## src/rtl/ifu_fetch_if.sv

```systemverilog
// Fetch-unit port bundle: instruction-memory request/response, decode handoff, next-PC input.
// master = fetch unit side, slave = memory/decode/write-back side.
// Purely structural; no storage.
interface ifu_fetch_if;
   logic        imem_req_valid;
   logic        imem_req_ready;
   logic [31:0] imem_addr;
   logic        imem_rsp_valid;
   logic [31:0] imem_rsp_data;
   logic        ifu_valid;
   logic [63:0] ifu_data;
   logic        idu_ready;
   logic        npc_valid;
   logic [31:0] npc;
   logic        ifu_misalign;
   logic [31:0] fetch_cnt;

   modport master (
      output imem_req_valid, imem_addr, ifu_valid, ifu_data, ifu_misalign, fetch_cnt,
      input  imem_req_ready, imem_rsp_valid, imem_rsp_data, idu_ready, npc_valid, npc
   );

   modport slave (
      input  imem_req_valid, imem_addr, ifu_valid, ifu_data, ifu_misalign, fetch_cnt,
      output imem_req_ready, imem_rsp_valid, imem_rsp_data, idu_ready, npc_valid, npc
   );
endinterface

```

## src/rtl/ifu_fetch.sv

```systemverilog
// Instruction fetch unit: holds PC, fetches one word, hands {inst, pc} to decode, waits for next PC.
// Latency: REQ -> WAIT_RSP -> SEND -> WAIT_NPC -> REQ, minimum 4 cycles per instruction.
// Backpressure: request held stable until imem_req_ready; ifu_data held until idu_ready.
// Optional macro IFU_MISALIGN_CHECK_EN: misaligned PC skips memory and presents an ebreak trap.
module ifu_fetch #(
   parameter logic [31:0] RESET_PC = 32'h8000_0000
) (
   input logic         clk,
   input logic         rst,
   ifu_fetch_if.master bus
);

   typedef enum logic [1:0] {S_REQ, S_WAIT_RSP, S_SEND, S_WAIT_NPC} state_t;

   typedef struct packed {
      logic [31:0] inst;
      logic [31:0] pc;
   } fetch_pkt_t;

   localparam logic [31:0] EBREAK = 32'h0010_0073;

   state_t      state_q, state_d;
   logic [31:0] pc_q;
   logic [31:0] inst_q;
   logic [31:0] fetch_cnt_q;
   logic        req_valid;
   logic        rsp_take;
   logic        send_fire;
   logic        npc_take;
   logic        misalign_trap;
   fetch_pkt_t  pkt;

`ifdef IFU_MISALIGN_CHECK_EN
   logic        misalign_q;
   assign misalign_trap = (state_q == S_REQ) && (pc_q[1:0] != 2'b00);
`else
   assign misalign_trap = 1'b0;
`endif

   // Next-state and handshake decode; each input is only honoured in its own state.
   always_comb begin
      state_d   = state_q;
      req_valid = 1'b0;
      rsp_take  = 1'b0;
      send_fire = 1'b0;
      npc_take  = 1'b0;
      case (state_q)
         S_REQ: begin
            if (misalign_trap) begin
               state_d = S_SEND;
            end else begin
               req_valid = 1'b1;
               if (bus.imem_req_ready) state_d = S_WAIT_RSP;
            end
         end
         S_WAIT_RSP: begin
            if (bus.imem_rsp_valid) begin
               rsp_take = 1'b1;
               state_d  = S_SEND;
            end
         end
         S_SEND: begin
            if (bus.idu_ready) begin
               send_fire = 1'b1;
               state_d   = S_WAIT_NPC;
            end
         end
         S_WAIT_NPC: begin
            if (bus.npc_valid) begin
               npc_take = 1'b1;
               state_d  = S_REQ;
            end
         end
         default: state_d = S_REQ;
      endcase
   end

   // State register; reset abandons any outstanding request.
   always_ff @(posedge clk or posedge rst) begin
      if (rst) state_q <= S_REQ;
      else     state_q <= state_d;
   end

   // PC, instruction and delivered-instruction counter.
   always_ff @(posedge clk or posedge rst) begin
      if (rst) begin
         pc_q        <= RESET_PC;
         inst_q      <= 32'd0;
         fetch_cnt_q <= 32'd0;
      end else begin
         if (npc_take)           pc_q        <= bus.npc;
         if (rsp_take)           inst_q      <= bus.imem_rsp_data;
         else if (misalign_trap) inst_q      <= EBREAK;
         if (send_fire)          fetch_cnt_q <= fetch_cnt_q + 32'd1;
      end
   end

`ifdef IFU_MISALIGN_CHECK_EN
   // Trap flag travels with the instruction it describes.
   always_ff @(posedge clk or posedge rst) begin
      if (rst)                misalign_q <= 1'b0;
      else if (rsp_take)      misalign_q <= 1'b0;
      else if (misalign_trap) misalign_q <= 1'b1;
   end
   assign bus.ifu_misalign = misalign_q && (state_q == S_SEND);
`else
   assign bus.ifu_misalign = 1'b0;
`endif

   assign pkt.inst = inst_q;
   assign pkt.pc   = pc_q;

   assign bus.imem_req_valid = req_valid;
   assign bus.imem_addr      = pc_q;
   assign bus.ifu_valid      = (state_q == S_SEND);
   assign bus.ifu_data       = pkt;
   assign bus.fetch_cnt      = fetch_cnt_q;

endmodule

```

## src/flat_wrapper.sv

```systemverilog
// flat-port wrapper written by rule: the top's interface ports become plain ports
module ifu_fetch_flat 
#(
   parameter logic [31:0] RESET_PC = 32'h8000_0000
)
  (clk, rst, bus_imem_req_valid, bus_imem_addr, bus_ifu_valid, bus_ifu_data, bus_ifu_misalign, bus_fetch_cnt, bus_imem_req_ready, bus_imem_rsp_valid, bus_imem_rsp_data, bus_idu_ready, bus_npc_valid, bus_npc);
  ifu_fetch_if bus_i ();
  input logic clk;
  input logic rst;
  output wire logic [$bits(bus_i.imem_req_valid)-1:0] bus_imem_req_valid;
  output wire logic [$bits(bus_i.imem_addr)-1:0] bus_imem_addr;
  output wire logic [$bits(bus_i.ifu_valid)-1:0] bus_ifu_valid;
  output wire logic [$bits(bus_i.ifu_data)-1:0] bus_ifu_data;
  output wire logic [$bits(bus_i.ifu_misalign)-1:0] bus_ifu_misalign;
  output wire logic [$bits(bus_i.fetch_cnt)-1:0] bus_fetch_cnt;
  input wire logic [$bits(bus_i.imem_req_ready)-1:0] bus_imem_req_ready;
  input wire logic [$bits(bus_i.imem_rsp_valid)-1:0] bus_imem_rsp_valid;
  input wire logic [$bits(bus_i.imem_rsp_data)-1:0] bus_imem_rsp_data;
  input wire logic [$bits(bus_i.idu_ready)-1:0] bus_idu_ready;
  input wire logic [$bits(bus_i.npc_valid)-1:0] bus_npc_valid;
  input wire logic [$bits(bus_i.npc)-1:0] bus_npc;
  assign bus_imem_req_valid = bus_i.imem_req_valid;
  assign bus_imem_addr = bus_i.imem_addr;
  assign bus_ifu_valid = bus_i.ifu_valid;
  assign bus_ifu_data = bus_i.ifu_data;
  assign bus_ifu_misalign = bus_i.ifu_misalign;
  assign bus_fetch_cnt = bus_i.fetch_cnt;
  assign bus_i.imem_req_ready = bus_imem_req_ready;
  assign bus_i.imem_rsp_valid = bus_imem_rsp_valid;
  assign bus_i.imem_rsp_data = bus_imem_rsp_data;
  assign bus_i.idu_ready = bus_idu_ready;
  assign bus_i.npc_valid = bus_npc_valid;
  assign bus_i.npc = bus_npc;
  ifu_fetch #(.RESET_PC(RESET_PC)) u_core (.clk(clk), .rst(rst), .bus(bus_i));
endmodule
```

## config.mk

```make
export PLATFORM = sky130hd
export DESIGN_NAME = ifu_fetch_flat
export DESIGN_NICKNAME = d
export VERILOG_FILES = /design/src/rtl/ifu_fetch_if.sv /design/src/rtl/ifu_fetch.sv /design/src/flat_wrapper.sv
export SDC_FILE = /design/constraint.sdc
export NUM_CORES = 1
export LEC_CHECK = 0
export BUFFER_PORTS_ARGS = -buffer_cell sky130_fd_sc_hd__buf_2
export CORE_ASPECT_RATIO = 1.5
export CORE_UTILIZATION = 30
export DETAILED_ROUTE_END_ITERATION = 8
export GPL_ROUTABILITY_DRIVEN = 0
export HOLD_SLACK_MARGIN = 0.12
export MAX_ROUTING_LAYER = met4
export REMOVE_ABC_BUFFERS = 1
export SYNTH_ARGS = -nofsm -noshare
export SYNTH_HDL_FRONTEND = slang
export SYNTH_SLANG_ARGS = --single-unit
```

## constraint.sdc

```tcl
create_clock -name clk -period 3.44 [get_ports clk]
set_clock_uncertainty 0.15 [all_clocks]
set_input_delay 1.032 -clock clk [delete_from_list [all_inputs] [get_ports clk]]
set_output_delay 1.032 -clock clk [all_outputs]
set_load 0.01 [all_outputs]
```

==> results of run 1 <==
[where the power goes]
part           switching [uW]  internal (uW)
registers                 283           1590
logic                     860            888
clock network             435            512
[worst max-delay path, stage by stage (launching register included)]
cell and delay [ns]:
dfrtp_1 0.40, inv_1 0.14, ha_1 0.39, buf_2 0.21
[logic make-up (layout without fill, tap and decap cells)]
logic type | Yosys count | count (layout) | synth area share
DFF | 98 | 98 | 0.576
muxes | 67 | 67 | 0.177
other | 1 | 1 | 0.000881
and+or+nand+nor | 52 | 52 | 0.0846
buffers and inverters | 51 | 228 | 0.0764
AOI/OAI and AO/OA | 2 | 2 | 0.00353
adders and majority gates | 6 | 6 | 0.0176
xor gates and xnor gates | 31 | 31 | 0.0638
[cell type report]
cell class / instances / area, um2 / area share
well taps: 165 / 206 / 0.0376
clock inverters: 6 / 41.3 / 0.00752
clock buffers: 10 / 239 / 0.0435
inverters: 9 / 36.3 / 0.00660
multi-input cells: 159 / 1480 / 0.269
repair buffers: 203 / 1040 / 0.189
flip-flops and latches: 98 / 2450 / 0.447
[flip-flops by register name, summed over array words and instances (netlist names)]
signal,flops
u_core.bus.fetch_cnt,32
u_core.bus.imem_addr,32
u_core.inst_q,32
u_core.state_q,2
[path summary, 6_finish.rpt]
path / from / slack, ns / depth (start not counted) / to
max: u_core.state_q[0] / 0.78 / 3 / bus_ifu_valid
min: u_core.bus.fetch_cnt[26] / 0.34 / 1 / u_core.bus.fetch_cnt[26]
max reg2reg: u_core.state_q[0] / 0.94 / 6 / u_core.bus.fetch_cnt[25]
min reg2reg: u_core.bus.fetch_cnt[26] / 0.34 / 1 / u_core.bus.fetch_cnt[26]
max in group asynchronous: rst / 1.87 / 3 / u_core.bus.imem_addr[31]
min in group asynchronous: rst / 0.56 / 2 / u_core.inst_q[22]
[layer usage]
metal  vias to the layer above  global-route usage  wire (um)
met5                         -                   -          0
met2                        72               0.228       5230
li1                       1362                   -          -
met1                      1440               0.154       3960
met3                        10              0.0288        332
met4                         0              0.0485        140
[placed cells by master, fill, tap and decap left out]
master       n
nor2b_1      1
dfstp_2      1
buf_4        3
inv_1        8
clkbuf_16    9
mux2_2      66
buf_12       1
inv_4        1
nor3_1       1
nand3_1     12
nand2_1      9
xor2_1       5
and2_2       1
xnor2_1     26
nand3_2      1
clkinv_4     2
nand4_2      4
nand3_4      1
clkbuf_8     1
buf_2      199
clkinv_2     3
nand4_1      5
nor4_4       2
mux2i_1      1
a221oi_1     1
and3_1       4
nor2_1       4
o22ai_1      1
and2_1       2
conb_1       1
dfrtp_1     97
inv_6        1
ha_1         6
and4_1       5
[metrics by stage]
stage	setup slack (ns)	hold slack [ns]	utilization	instance area, um2
floorplan	-0.302	0.357	-	3970
global placement	0.737	0.322	0.374	5210
detailed placement	0.706	0.330	0.374	5210
CTS	0.751	0.342	0.395	5490
global route	0.690	0.351	0.395	5490
finish	0.778	0.335	0.395	5490
==> out/results.ini, run 1 <==
[status]
outcome=finished clean

[synth]
ys_seq_area_frac=0.576
synth_cell_types=29
syn_area_um2=4260
synth_flop_cell=dfrtp_1
ys_seq_elements=98
yosysTopAreaCell=dfrtp_1
yosysMostFrequentCell=dfrtp_1
ys_top_cells_by_count=97 x dfrtp_1, 66 x mux2_2, 33 x buf_4
synthTopCellsByArea=dfrtp_1 57%, mux2_2 17%, buf_4 5.8%
synth_area_per_cell_um2=13.8
synthArstFlopShare=1.00
synthCells=308
yosysWarnings=0
synth_edf_count=0
synth_top_cell_area_share=0.570

[floorplan]
die_w_um=99.3
ios=201
fp.dieH_um=148
core-area_um2=13900
row_count=53
dieArea_um2=14700
start_util=0.306

[global_route]
overflow=0
grt.total_usage=0.134
grt_pass1_wl_mm=14.6
grt_antenna_before_repair=0
grt_start_max_net_pins=45
grt_pass1_vias=2775

[worst_setup_path]
crit_arrival_ns=1.48
cp-end-kind=output port
crit_type=register to output port
cp-start-kind=register
crit_fanout=6
required_ns=2.26

[route]
drt-initial-drc-count=48
drcViolationCount=0
avgRoutedWirePerCell_um=14.9
ant_nets=0
num_vias=2884
vias_per_cell=4.44
first_pass_iters=6
routed_wl_mm=9.66

[worst_hold_path]
min_path_type=register to register

[layout]
finalNonFillerCells=650
num-nets-final=556
antenna_cells=0
fill_cells=1376
areaGrowthSynthToFinish_pct=29.0
layout-drive-gt1-share=0.610

[sta]
slew_headroom=0.529
final-max-slew-violation-count=0
finalSetupViolations=0
tightestPinTransition_ns=0.701
fin_crit_sh=0.774
hold_viol_final=0
rsz0062_at_grt=no
setup_tns_ns=0
max_freq_mhz=376
layout_min_cycle_time_ns=2.66

[clocking]
cts_buffers=9
root_buffer=clkbuf_16
tritoncts=yes
clkTransAtPathRegs_ns=0.07
cts_sinks=98
hold_buffers=0
h-tree-depth=3
insertion_delay_ns=0.34
cts_max_path_buffers=2
cts_resized=0
post_cts_buffers=0

[power_and_ir_drop]
vdd_ir_drop_max_uv=380
leakagePower_uw=0.00286
finalPower_uw=4560
p_per_area_nw_per_um2=831

[placed_design]
dp_cells=634
dp_hpwl_mm=7.49
port_buffers=199

[flow_run]
maxCapViolCount=0

No activity file was read; power rests on OpenSTA's default activity.
==> run 2: changes to the inputs <==
==> constraint.sdc (replaced) <==
create_clock -name clk -period 2.59 [get_ports clk]
set_clock_uncertainty 0.15 [all_clocks]
set_input_delay 0.777 -clock clk [delete_from_list [all_inputs] [get_ports clk]]
set_output_delay 0.777 -clock clk [all_outputs]
set_load 0.01 [all_outputs]
==> out/results.ini, run 2 (synthesis gave the netlist of run 1 again) <==
[flow_run]
maxCapViolCount=0

[floorplan]
ios=201
core-area_um2=13900
die_w_um=99.3
start_util=0.306
row_count=53
dieArea_um2=14700
fp.dieH_um=148

[worst_setup_path]
crit_arrival_ns=1.44
crit_fanout=4
crit_type=register to output port
reg2reg_to=u_core.bus.fetch_cnt[28]
slowest_delay_ns=0.40
path_cells=inv_1 > ha_1 > buf_4 > buf_2
cp-start-kind=register
timing.rr.start=u_core.state_q[0]
r2r_setup_slack_ns=0.47
startpoint=u_core.state_q[0]
cp-end-kind=output port
required_ns=1.66
rr_worst_depth=6
slowest_stage=dfrtp_1

[clocking]
cts_buffers=9
post_cts_buffers=0
hold_buffers=0
root_buffer=clkbuf_16
cts_max_path_buffers=2
cts_sinks=98
h-tree-depth=3
tritoncts=yes
clkTransAtPathRegs_ns=0.07
insertion_delay_ns=0.33
cts_resized=0

[power_and_ir_drop]
vdd_ir_drop_max_uv=598
p_per_area_nw_per_um2=1140
finalPower_uw=6360
leakagePower_uw=0.00291

[sta]
fin_ws_ns=0.220
tightestPinTransition_ns=0.566
setup_tns_ns=0
max_freq_mhz=422
layout_min_cycle_time_ns=2.37
final-max-slew-violation-count=0
slew_headroom=0.620
hold_viol_final=0
fin_crit_sh=0.915
rsz0062_at_grt=no
finalSetupViolations=0

[route]
routed_wl_mm=9.70
first_pass_iters=4
avgRoutedWirePerCell_um=14.8
vias_per_cell=4.43
drt-initial-drc-count=51
drcViolationCount=0
num_vias=2899
ant_nets=0

[layout]
antenna_cells=0
fill_cells=1354
layout-drive-gt1-share=0.613
areaGrowthSynthToFinish_pct=31.3
num-nets-final=560
layout_commonest_cell=buf_2
final_cell_mix=199 x buf_2, 97 x dfrtp_1, 66 x mux2_2, 26 x xnor2_1, 12 x nand3_1
utilization=0.401

[placed_design]
dp_hpwl_mm=7.55
dpl_worst_slack_ns=0.297
port_buffers=199

[global_route]
overflow=0
grt_start_max_net_pins=45
grt_antenna_before_repair=0
grt.total_usage=0.135
grt_pass1_wl_mm=15.0
grt_pass1_vias=2891

[worst_hold_path]
min_path_type=input port to asynchronous set/reset pin

[status]
outcome=finished clean

-- run 2: area by class of cell --
cell class / instances / area, um2 / area share
sequential: 98 / 2450 / 0.439
multi-input combinational: 159 / 1480 / 0.265
tap: 165 / 206 / 0.0369
inverter: 9 / 36.3 / 0.00649
timing repair buffer: 207 / 1070 / 0.191
clock inverter: 7 / 121 / 0.0217
clock buffer: 9 / 225 / 0.0403
-- run 2: where the power goes --
| part | switching, uW | total (uW) | internal (uW) |
|---|---|---|---|
| registers | 369 | 2480 | 2110 |
| logic | 1150 | 2350 | 1200 |
| clock network | 581 | 1530 | 953 |
-- run 2: worst max-delay path by stage --
stage                                     endpoint  slack [ns]  depth (start not counted)
after floorplan            u_core.bus.fetch_cnt[0]       -0.90                          1
after global placement    u_core.bus.fetch_cnt[28]        0.34                          5
after detailed placement  u_core.bus.fetch_cnt[14]        0.30                          5
after CTS                            bus_ifu_valid        0.18                          4
after global routing                 bus_ifu_valid        0.15                          4
final                                bus_ifu_valid        0.22                          4
-- run 2: worst max-delay path, delay by kind of cell, from the launching register on --
family	cells	cell delay, ns
fa+ha+maj	1	0.27
flops	1	0.40
buf+inv	3	0.44
-- run 2: per-stage QoR --
stage	std cells	hold slack, ns	cell area [um2]
floorplan	266	0.357	3970
global placement	638	0.312	5240
detailed placement	638	0.338	5240
CTS	654	0.242	5590
global route	654	0.254	5590
finish	654	0.244	5590
-- run 2: layer usage --
| layer | vias to the layer above | GRT usage | share of wire |
|---|---|---|---|
| met5 | - | - | 0 |
| met4 | 0 | 0.0529 | 0.012 |
| met3 | 6 | 0.0227 | 0.032 |
| met2 | 79 | 0.224 | 0.54 |
| met1 | 1440 | 0.162 | 0.42 |
| li1 | 1374 | - | - |
==> run 3: changes to the inputs <==
--- a/config.mk
+++ b/config.mk
@@ -6,7 +6,6 @@
 export NUM_CORES = 1
 export LEC_CHECK = 0
 export BUFFER_PORTS_ARGS = -buffer_cell sky130_fd_sc_hd__buf_2
-export CORE_ASPECT_RATIO = 1.5
 export CORE_UTILIZATION = 30
 export DETAILED_ROUTE_END_ITERATION = 8
 export GPL_ROUTABILITY_DRIVEN = 0
==> out/results.ini, run 3 (synthesis gave the netlist of run 1 again) <==
[status]
outcome=finished clean

[power_and_ir_drop]
p_per_area_nw_per_um2=1100
vdd_ir_drop_max_uv=339
leakagePower_uw=0.00287
finalPower_uw=6110

[worst_setup_path]
crit_type=register to output port
crit_arrival_ns=1.40
cp-end-kind=output port
crit_fanout=6
r2r_setup_slack_ns=0.38
cp-start-kind=register
required_ns=1.66

[clocking]
root_buffer=clkbuf_16
tritoncts=yes
clkTransAtPathRegs_ns=0.06
cts_resized=0
hold_buffers=0
insertion_delay_ns=0.34
cts_buffers=9
cts_sinks=98
post_cts_buffers=0
h-tree-depth=3
cts_max_path_buffers=2

[floorplan]
ios=201
start_util=0.307
dieArea_um2=14700
die_w_um=121
fp.dieH_um=121
core-area_um2=13900
row_count=43

[sta]
fin_crit_sh=0.900
slew_headroom=0.614
layout_min_cycle_time_ns=2.33
hold_viol_final=0
setup_tns_ns=0
fin_ws_ns=0.258
max_freq_mhz=429
rsz0062_at_grt=no
finalSetupViolations=0
final-max-slew-violation-count=0
tightestPinTransition_ns=0.574

[layout]
num-nets-final=556
fill_cells=1346
areaGrowthSynthToFinish_pct=30.1
layout_commonest_cell=buf_2
multi_input_area_um2=1480
antenna_cells=0
final_cell_area_um2=5540
layout-drive-gt1-share=0.606
finalNonFillerCells=665
regArea_um2=2450
final_cell_mix=199 x buf_2, 97 x dfrtp_1, 66 x mux2_2, 26 x xnor2_1, 12 x nand3_1

[global_route]
grt_antenna_before_repair=0
grt.total_usage=0.122
overflow=0
grt_start_max_net_pins=99
grt_pass1_wl_mm=13.5
grt_pass1_vias=2685

[placed_design]
dp_hpwl_mm=6.43
dpl_worst_slack_ns=0.305
place_area_um2=5230
dp_cells=649
port_buffers=199

[route]
vias_per_cell=4.33
routed_wl_mm=8.78
ant_nets=0
avgRoutedWirePerCell_um=13.2
num_vias=2878
drcViolationCount=0
first_pass_iters=4
drt-initial-drc-count=84

[flow_run]
maxCapViolCount=0

[worst_hold_path]
min_path_type=register to register

-- run 3: path summary, 6_finish.rpt --
path,cells after the start,end,start
worst max-delay path,3,bus_ifu_valid,u_core.state_q[0]
worst min-delay path,1,u_core.bus.fetch_cnt[31],u_core.bus.fetch_cnt[31]
worst max register to register,6,u_core.bus.fetch_cnt[22],u_core.state_q[0]
worst min register to register,1,u_core.bus.fetch_cnt[31],u_core.bus.fetch_cnt[31]
max in group asynchronous,3,u_core.bus.fetch_cnt[7],rst
min in group asynchronous,3,u_core.bus.imem_addr[5],rst
-- run 3: stage by stage --
step           utilization  hold slack (ns)
4_1_cts              0.399            0.325
5_1_grt              0.399            0.344
3_5_place_dp         0.377            0.317
2_1_floorplan            -            0.357
3_3_place_gp         0.377            0.315
6_report             0.399            0.327
-- run 3: cell type report --
cell class | count | share of cell area
clock buffer | 14 | 0.0494
tap | 180 | 0.0406
timing repair buffer | 203 | 0.187
sequential | 98 | 0.443
inverter | 9 | 0.00655
clock inverter | 2 | 0.00632
multi-input combinational | 159 | 0.267
-- run 3: where the power goes --
group	leakage, uW	internal [uW]	total [uW]	switching, uW
Sequential	0.00122	2110	2460	350
Combinational	0.00150	1180	2290	1110
Clock	0.000153	827	1370	539
-- run 3: worst max-delay path: stages (launching register included) --
cell and delay (ns):
dfrtp_1 0.40, inv_1 0.14, ha_1 0.33, buf_2 0.20
-- run 3: routing by layer --
metal,part of all wire,track usage,vias up,wire length [um]
met5,0,-,-,0
met4,0.018,0.0602,0,156
met3,0.059,0.0305,11,518
met2,0.47,0.184,99,4150
met1,0.45,0.153,1411,3950
li1,-,-,1357,-
